===== src/rtl/prco_decode_pkg.sv =====
// Shared constants for the PRCO decode stage: opcodes, ALU codes, register indices
// and the control word produced by the opcode decoder.
package prco_decode_pkg;

   localparam logic [4:0] OP_NOP  = 5'h00;
   localparam logic [4:0] OP_MOV  = 5'h01;
   localparam logic [4:0] OP_MOVI = 5'h02;
   localparam logic [4:0] OP_ADD  = 5'h03;
   localparam logic [4:0] OP_SUB  = 5'h04;
   localparam logic [4:0] OP_CMP  = 5'h05;
   localparam logic [4:0] OP_ADDI = 5'h06;
   localparam logic [4:0] OP_PUSH = 5'h07;
   localparam logic [4:0] OP_POP  = 5'h08;
   localparam logic [4:0] OP_HALT = 5'h1F;

   localparam logic [1:0] ALU_ADD   = 2'd0;
   localparam logic [1:0] ALU_SUB   = 2'd1;
   localparam logic [1:0] ALU_PASSB = 2'd2;
   localparam logic [1:0] ALU_CMP   = 2'd3;

   localparam logic [2:0] REG_SP = 3'd6;
   localparam logic [2:0] REG_BP = 3'd7;

   typedef enum logic [1:0] {OpbDatb, OpbZext, OpbSext, OpbOne} opb_src_e;

   typedef struct packed {
      logic       legal;
      logic       two_uop;
      logic [2:0] sela;
      logic [2:0] selb;
      logic [1:0] alu_op;
      logic       wb_en;
      logic [2:0] wb_sel;
      logic       mem_we;
      logic       mem_re;
      opb_src_e   opb_src;
   } ctl_t;

endpackage


===== src/rtl/prco_decode_ctl.sv =====
// Combinational opcode decoder: maps opcode, register fields and micro-op step
// to read selects, ALU/write-back/memory controls and the operand-B source.
module prco_decode_ctl
   import prco_decode_pkg::*;
(
   input  logic [4:0] op,
   input  logic [2:0] rd,
   input  logic [2:0] ra,
   input  logic [2:0] rb,
   input  logic       step,
   output ctl_t       ctl
);

   always_comb begin
      ctl         = '0;
      ctl.legal   = 1'b1;
      ctl.sela    = ra;
      ctl.selb    = rb;
      ctl.wb_sel  = rd;
      ctl.alu_op  = ALU_ADD;
      ctl.opb_src = OpbDatb;
      case (op)
         OP_MOV: begin
            ctl.alu_op = ALU_PASSB;
            ctl.wb_en  = 1'b1;
         end
         OP_MOVI: begin
            ctl.alu_op  = ALU_PASSB;
            ctl.opb_src = OpbZext;
            ctl.wb_en   = 1'b1;
         end
         OP_ADD: ctl.wb_en = 1'b1;
         OP_SUB: begin
            ctl.alu_op = ALU_SUB;
            ctl.wb_en  = 1'b1;
         end
         OP_CMP: ctl.alu_op = ALU_SUB;
         OP_ADDI: begin
            ctl.sela    = rd;
            ctl.opb_src = OpbSext;
            ctl.wb_en   = 1'b1;
         end
         // Step 0 pre-decrements SP; step 1 stores rb at the new SP
         OP_PUSH: begin
            ctl.two_uop = 1'b1;
            ctl.sela    = REG_SP;
            if (!step) begin
               ctl.alu_op  = ALU_SUB;
               ctl.opb_src = OpbOne;
               ctl.wb_en   = 1'b1;
               ctl.wb_sel  = REG_SP;
            end else begin
               ctl.mem_we = 1'b1;
            end
         end
         OP_POP: begin
            ctl.two_uop = 1'b1;
            ctl.sela    = REG_SP;
            if (!step) begin
               ctl.mem_re = 1'b1;
               ctl.wb_en  = 1'b1;
            end else begin
               ctl.opb_src = OpbOne;
               ctl.wb_en   = 1'b1;
               ctl.wb_sel  = REG_SP;
            end
         end
         default: ctl.legal = 1'b0;
      endcase
   end

endmodule


===== src/rtl/prco_decode.sv =====
// PRCO decode/operand-fetch stage: accepts an instruction, drives register-file
// selects, captures operands after the read latency and issues micro-ops.
module prco_decode
   import prco_decode_pkg::*;
(
   input  logic        i_clk,
   input  logic        i_reset_n,
   input  logic        i_en,
   input  logic        i_instr_valid,
   input  logic [15:0] i_instr,
   output logic        q_instr_ready,
   output logic [2:0]  q_sela,
   output logic [2:0]  q_selb,
   input  logic [15:0] i_data,
   input  logic [15:0] i_datb,
   output logic        q_uop_valid,
   input  logic        i_uop_ready,
   output logic [1:0]  q_alu_op,
   output logic [15:0] q_opa,
   output logic [15:0] q_opb,
   output logic        q_wb_en,
   output logic [2:0]  q_wb_sel,
   output logic        q_mem_we,
   output logic        q_mem_re,
   output logic        q_halt,
   output logic        q_illegal
);

   typedef enum logic [2:0] {StIdle, StRead, StCapt, StIssue, StSeq2, StHalt} state_e;

   state_e      state_q, state_d;
   logic [15:0] instr_q;
   logic        step_q;
   logic [15:0] dec_instr;
   logic [15:0] opb_val;
   logic [4:0]  dec_op;
   ctl_t        ctl;

   // In IDLE decode the instruction being offered, otherwise the latched one
   assign dec_instr = (state_q == StIdle) ? i_instr : instr_q;
   assign dec_op    = dec_instr[15:11];

   prco_decode_ctl u_ctl (
      .op   (dec_op),
      .rd   (dec_instr[10:8]),
      .ra   (dec_instr[7:5]),
      .rb   (dec_instr[4:2]),
      .step (step_q),
      .ctl  (ctl)
   );

   always_ff @(posedge i_clk) begin
      if (!i_reset_n) state_q <= StIdle;
      else            state_q <= state_d;
   end

   always_comb begin
      state_d = state_q;
      if (i_en) begin
         unique case (state_q)
            StIdle: begin
               if (i_instr_valid) begin
                  if (dec_op == OP_HALT)   state_d = StHalt;
                  else if (ctl.legal)      state_d = StRead;
               end
            end
            StRead:  state_d = StCapt;
            StCapt:  state_d = StIssue;
            StIssue: begin
               if (i_uop_ready) state_d = (ctl.two_uop && !step_q) ? StSeq2 : StIdle;
            end
            StSeq2:  state_d = StRead;
            StHalt:  state_d = StHalt;
            default: state_d = StIdle;
         endcase
      end
   end

   always_comb begin
      q_instr_ready = (state_q == StIdle) && i_reset_n;
   end

   always_comb begin
      opb_val = i_datb;
      unique case (ctl.opb_src)
         OpbDatb: opb_val = i_datb;
         OpbZext: opb_val = {8'h00, instr_q[7:0]};
         OpbSext: opb_val = {{8{instr_q[7]}}, instr_q[7:0]};
         OpbOne:  opb_val = 16'h0001;
         default: opb_val = i_datb;
      endcase
   end

   always_ff @(posedge i_clk) begin
      if (!i_reset_n) begin
         instr_q     <= 16'h0;
         step_q      <= 1'b0;
         q_sela      <= 3'd0;
         q_selb      <= 3'd0;
         q_uop_valid <= 1'b0;
         q_alu_op    <= 2'd0;
         q_opa       <= 16'h0;
         q_opb       <= 16'h0;
         q_wb_en     <= 1'b0;
         q_wb_sel    <= 3'd0;
         q_mem_we    <= 1'b0;
         q_mem_re    <= 1'b0;
         q_halt      <= 1'b0;
         q_illegal   <= 1'b0;
      end else if (i_en) begin
         q_illegal <= 1'b0;
         case (state_q)
            StIdle: begin
               if (i_instr_valid) begin
                  instr_q   <= i_instr;
                  q_sela    <= ctl.sela;
                  q_selb    <= ctl.selb;
                  q_illegal <= (dec_op != OP_NOP) && (dec_op != OP_HALT) && !ctl.legal;
                  if (dec_op == OP_HALT) q_halt <= 1'b1;
               end
            end
            StCapt: begin
               q_opa       <= i_data;
               q_opb       <= opb_val;
               q_alu_op    <= ctl.alu_op;
               q_wb_en     <= ctl.wb_en;
               q_wb_sel    <= ctl.wb_sel;
               q_mem_we    <= ctl.mem_we;
               q_mem_re    <= ctl.mem_re;
               q_uop_valid <= 1'b1;
            end
            StIssue: begin
               if (i_uop_ready) begin
                  q_uop_valid <= 1'b0;
                  step_q      <= ctl.two_uop && !step_q;
               end
            end
            StSeq2: begin
               q_sela <= ctl.sela;
               q_selb <= ctl.selb;
            end
            default: ;
         endcase
      end
   end

endmodule


===== config.mk =====
export PLATFORM = sky130hd
export DESIGN_NAME = prco_decode
export DESIGN_NICKNAME = d
export VERILOG_FILES = /design/src/rtl/prco_decode_pkg.sv /design/src/rtl/prco_decode_ctl.sv /design/src/rtl/prco_decode.sv
export SDC_FILE = /design/constraint.sdc
export NUM_CORES = 1
export LEC_CHECK = 0
export ABC_AREA = 0
export BUFFER_PORTS_ARGS = -buffer_cell sky130_fd_sc_hd__buf_2
export CAP_MARGIN = 15
export CORE_MARGIN = 2
export CORE_UTILIZATION = 46
export CTS_BUF_LIST = sky130_fd_sc_hd__clkbuf_16
export CTS_CLUSTER_SIZE = 16
export DETAILED_ROUTE_END_ITERATION = 10
export GPL_TIMING_DRIVEN = 0
export PLACE_DENSITY = 0.79
export SYNTH_ARGS = -nofsm -noshare
export SYNTH_HDL_FRONTEND = slang
export SYNTH_SLANG_ARGS = --single-unit

===== constraint.sdc =====
create_clock -name i_clk -period 5.5 [get_ports i_clk]
set_input_delay 1.65 -clock i_clk [delete_from_list [all_inputs] [get_ports i_clk]]
set_output_delay 1.65 -clock i_clk [all_outputs]
set_load 0.02 [all_outputs]

### After elaboration in Yosys (flattened, before gate mapping)

Cells that the tools add are included.

| operators by class | value |
|---|---|
| equal/unequal tests | 21 |
| mux-type cells | 31 |
| reduce and logical (&&, ||, !) cells | 23 |

Operator list:

| kind | number |
|---|---|
| one-hot mux 16 bit (4 select lines) | 1 |
| two-way mux 3 bit | 8 |
| one-hot mux 3 bit (2 select lines) | 4 |
| == test 5 x 3 -> 1 bit, second input constant | 4 |
| one-hot mux 3 bit (6 select lines) | 1 |
| two-way mux 16 bit | 1 |
| AND reduction 3 bit | 4 |
| == test 5 x 2 -> 1 bit, second input constant | 2 |
| two-way mux 1 bit | 9 |
| one-hot mux 2 bit (4 select lines) | 1 |
| AND reduction 4 bit | 2 |
| OR reduction 8 bit | 1 |
| == test 3 x 2 -> 1 bit, second input constant | 2 |
| == test 3 bit, second input constant | 2 |
| one-hot mux 2 bit (3 select lines) | 1 |
| OR reduction 2 bit | 3 |
| OR reduction 6 bit | 1 |
| == test 5 x 1 -> 1 bit, second input constant | 1 |
| == test 5 x 4 -> 1 bit, second input constant | 1 |
| == test 5 bit, second input constant | 1 |
| two-way mux 5 bit | 1 |
| != test 5 bit, second input constant | 1 |
| nonzero test 5 bit | 1 |
| == test 2 bit, second input constant | 2 |
| 12 further kinds | 20 |

| storage, ports and cells | value |
|---|---|
| register bits after elaboration | 69 |
| input bits | 53 |
| output and inout bits | 50 |

### Longest topological paths before layout

| logic depth | value |
|---|---|
| depth in word-level cells | 9 |
| gate-level depth with buffers | 8 |
| depth with buffers taken out | 5 |

### Cells and area by module

A second synthesis with hierarchy kept.

| unflattened totals | value |
|---|---|
| cells, all modules | 388 |
| area total of the unflattened synthesis | 3163.0 um^2 |

By module, submodules not included:

| module | times used | cells an instance | area each (um^2) | sequential area each (um^2) |
|---|---|---|---|---|
| prco_decode | 1 | 337 | 2830.2 | 1381.3 |
| prco_decode_ctl | 1 | 51 | 332.8 | 0.0 |

### Least setup slack after synthesis

Ideal clock, no wire load.

| timing | value |
|---|---|
| path kind | input-to-output |
| start point | input port i_reset_n |
| end point | output port q_instr_ready |
| arrival | 2.540 ns |
| data required time | 3.850 ns |
| setup slack | 1.310 ns |
| stages on the path | 4 |
| buffers on the path | 2 |
| path through | clkbuf_1 -> inv_2 -> clkbuf_1 -> nor2_1 |

| between the ends | value |
|---|---|
| cells in the longest elaborated chain, start to end | 1 |

RTL lines:

| what | line | source |
|---|---|---|
| start: declaration | prco_decode.sv:7 | `input logic i_reset_n,` |
| logical AND 1 bit | prco_decode.sv:80 | `q_instr_ready = (state_q == StIdle) && i_reset_n;` |
| end: declaration | prco_decode.sv:11 | `output logic q_instr_ready,` |

Every way passes these cells.

### Worst setup path after layout

Ends and elaborated chain as after synthesis.

==> metrics.md <==
| Metric | Value |
|---|---|
| Outcome | `finished clean` |
| Crit Path Max Fanout | `10` |
| Syn nets | `approximately 470` |
| Synth Instances | `approximately 420` |
| Crit start category | `input port` |
| Fill cell count | `about 610` |
| Global placer's final weighted congestion | `between 0.8 and 0.9` |
| Reg area | `approximately 1400 um2` |
| Max Slew Vio Count | `0` |
| Final worst-path cycle share | `0.8510` |
| Fin. Hold Viols | `0` |
| WL per Instance | `~15 um` |
| Final min period | `~4.7 ns` |
| Routed Antenna Nets | `0` |
| CTS Root Cell | `clkbuf_16` |
| Maximum vdd ir drop | `around 0.00017 V` |
| Leak | `around 0.0018 uW` |
| Setup TNS | `0 ns` |
| Antenna violations before repair | `0` |
| Overall Global Routing Usage | `0.2480` |
| Post_cts resized | `0` |
| Post-CTS Hold Fix Bufs | `0` |
| Count leader, synth | `nand2_1` |
| Post-synth top area share | `0.4254` |
| DRC violation total after the first TritonRoute iteration | `277` |
| Min-delay worst type | `reg2reg` |
| Synth Area per Inst | `between 7 and 8 um2` |
| Area share of fa/ha/maj cells after synthesis | `0` |
| Vias per cell | `~5.6` |
| Post-synthesis simple-gate area fraction | `0.2566` |
| Max Clock Freq | `between 200 and 250 MHz` |
| Post-synthesis sequential area ratio | `0.4254` |
| Core Area | `6794 um2` |
| Post-Route WL | `roughly 10000 um` |
| Layout cell share with drive strength beyond 1 | `0.2672` |
| Post-synth EDFFs | `0` |
| Detailed-route DRC error count | `0` |
| DIE HEIGHT | `approximately 90 um` |
| Max-Cap Viols | `0` |
| R2R Setup Slk | `around 3.4 ns` |
| CP Capture Type | `output port` |
| First-pass GRT wire length | `15110 um` |
| TritonCTS clock tree | `done` |
| Nets@finish | `between 500 and 600` |
| Crit path arrival time | `approximately 3.0 ns` |
| Placed Area | `approximately 3900 um2` |
| Largest net degree at the start of global routing | `13` |
| Layout Utilization | `0.6142` |
| Initial Util | `0.4779` |
| Synth Area in Compound Gates | `0.2459` |
| Total global routing overflow | `0` |
| Post-synthesis mux area share | `0.009634` |
| Yosys warns | `0` |
| XOR/XNOR share of the synthesized area | `0.005395` |
| Synth Cell Area | `between 3000 and 4000 um2` |
| Vias in the first global route | `3228` |
| Rows | `30` |
| Worst Max-Slew Pin Slew | `about 0.63 ns` |
| Sink Count | `a little under 70` |
| Required time of the critical path | `around 3.9 ns` |
| Post-DP HPWL | `7032 um` |
| RSZ-0062 raised after global routing | `false` |
| Synth area leader | `dfxtp_1` |
| # IOs | `103` |
| Clock buffer depth | `2` |
| Library cells used by synthesis | `56` |
| Post-CTS setup buffer count | `0` |
| Setup Crit Path Kind | `in2out` |
| Synth area leaders | `dfxtp_1 43%, nand2_1 12%, a21oi_1 6.8%` |
| Worst Hold Depth | `2` |
| Diodes inserted | `0` |
| Async S/R FF share, synth | `0` |
| DR vias | `approximately 3600` |
| DIE AREA | `approximately 7700 um2` |
| Slew headroom | `0.5826` |
| Worst-path clk slew | `0.06 ns` |
| Layout Area Growth over Synthesis | `28.52%` |
| Most frequent cells after synthesis | `108 x nand2_1, 69 x dfxtp_1, 44 x a21oi_1, 36 x o21ai_0` |
| H-tree Lvls | `3` |
| Yosys reg bits | `slightly below 70` |
| Dpl cells | `around 620` |
| PD cells | `between 300 and 400 nW/um2` |
| CTS Buf Count | `9` |
| Area of the multi-input gates | `~1700 um2` |
| Largest family of logic cells by synthesized area | `simple AND/OR/NAND/NOR gates` |
| Drt pass-1 iters | `5` |
| Clk_skew | `~0.006 ns` |
| IO Port Bufs | `just over 100` |
| Die Wd | `88.02 um` |
| Primary FF master, synth | `dfxtp_1` |
| Post-route cell area | `between 4000 and 5000 um2` |
| Setup Viol. Count Final | `0` |
| Fin cells | `about 640` |
| Clk_lat worst skew | `0.33 ns` |
| R2R depth | `6` |
[metrics by stage]
step / hold slack [ns] / total power [uW] / setup WS, ns
CTS: 0.4533 / 1400 / 0.8347
detailed placement: 0.4452 / 843.1 / 0.8615
global placement: 0.4393 / 834.0 / 0.8954
floorplan: 0.4360 / 747.3 / 1.310
finish: 0.4515 / 1405 / 0.8194
global route: 0.4685 / 1458 / 0.7466
[layout make-up]
| class | count | area share |
|---|---|---|
| Clock buffer | 9 | 0.05397 |
| Tap cell | 96 | 0.02879 |
| Clock inverter | 7 | 0.01619 |
| Multi-Input combinational cell | 313 | 0.4027 |
| Sequential cell | 69 | 0.3310 |
| Timing Repair Buffer | 102 | 0.1229 |
| Buffer | 35 | 0.04078 |
| Inverter | 4 | 0.003598 |
[cell usage in the layout, fill, tap and decap left out, types with 5 or more instances in the layout]
cell         n
a21oi_1     44
a22oi_1     10
a31oi_1     14
buf_2      111
clkbuf_1    21
clkbuf_16    9
dfxtp_1     69
inv_1        5
nand2_1    108
nand3_1     14
nor2_1      21
o21ai_0     36
[power by group]
group	internal (uW)	switching, uW
clock network	349	213
registers	527	14.1
logic	105	197
[logic make-up after synthesis]
| family | after synthesis |
|---|---|
| flops | 69 |
| buf+inv | 39 |
| mux | 3 |
| simple gates | 179 |
| xor+xnor | 2 |
| compound gates | 129 |
[flip-flops by register name, summed over array words and instances, names as in the netlist, 2 cells and up]
| signal | flops |
|---|---|
| q_alu_op | 2 |
| q_sela | 3 |
| state_q | 3 |
| q_opb | 16 |
| q_opa | 16 |
| q_wb_sel | 3 |
| q_selb | 3 |
| instr_q | 16 |
[metal layers]
metal | global-route usage | share of wire | up-vias
li1 | - | - | 1707
met1 | 0.3266 | 0.42 | 1656
met2 | 0.4084 | 0.48 | 174
met3 | 0.04713 | 0.071 | 22
met4 | 0.08678 | 0.025 | 0
met5 | 0 | 0 | -
[path summary, 6_finish.rpt]
kind / startpoint / end
setup / recovery: i_reset_n / q_instr_ready
hold / removal: q_opa[8] / q_opa[8]
setup reg to reg: state_q[2] / q_wb_sel[0]
hold reg to reg: q_opa[8] / q_opa[8]
[worst max-delay path, stage by stage]
cell and delay [ns]:
buf_2 0.11, clkbuf_1 0.22, inv_2 0.24, clkbuf_1 0.52
nor2_1 0.10, buf_2 0.19
Power figures use the tool's default switching activity.
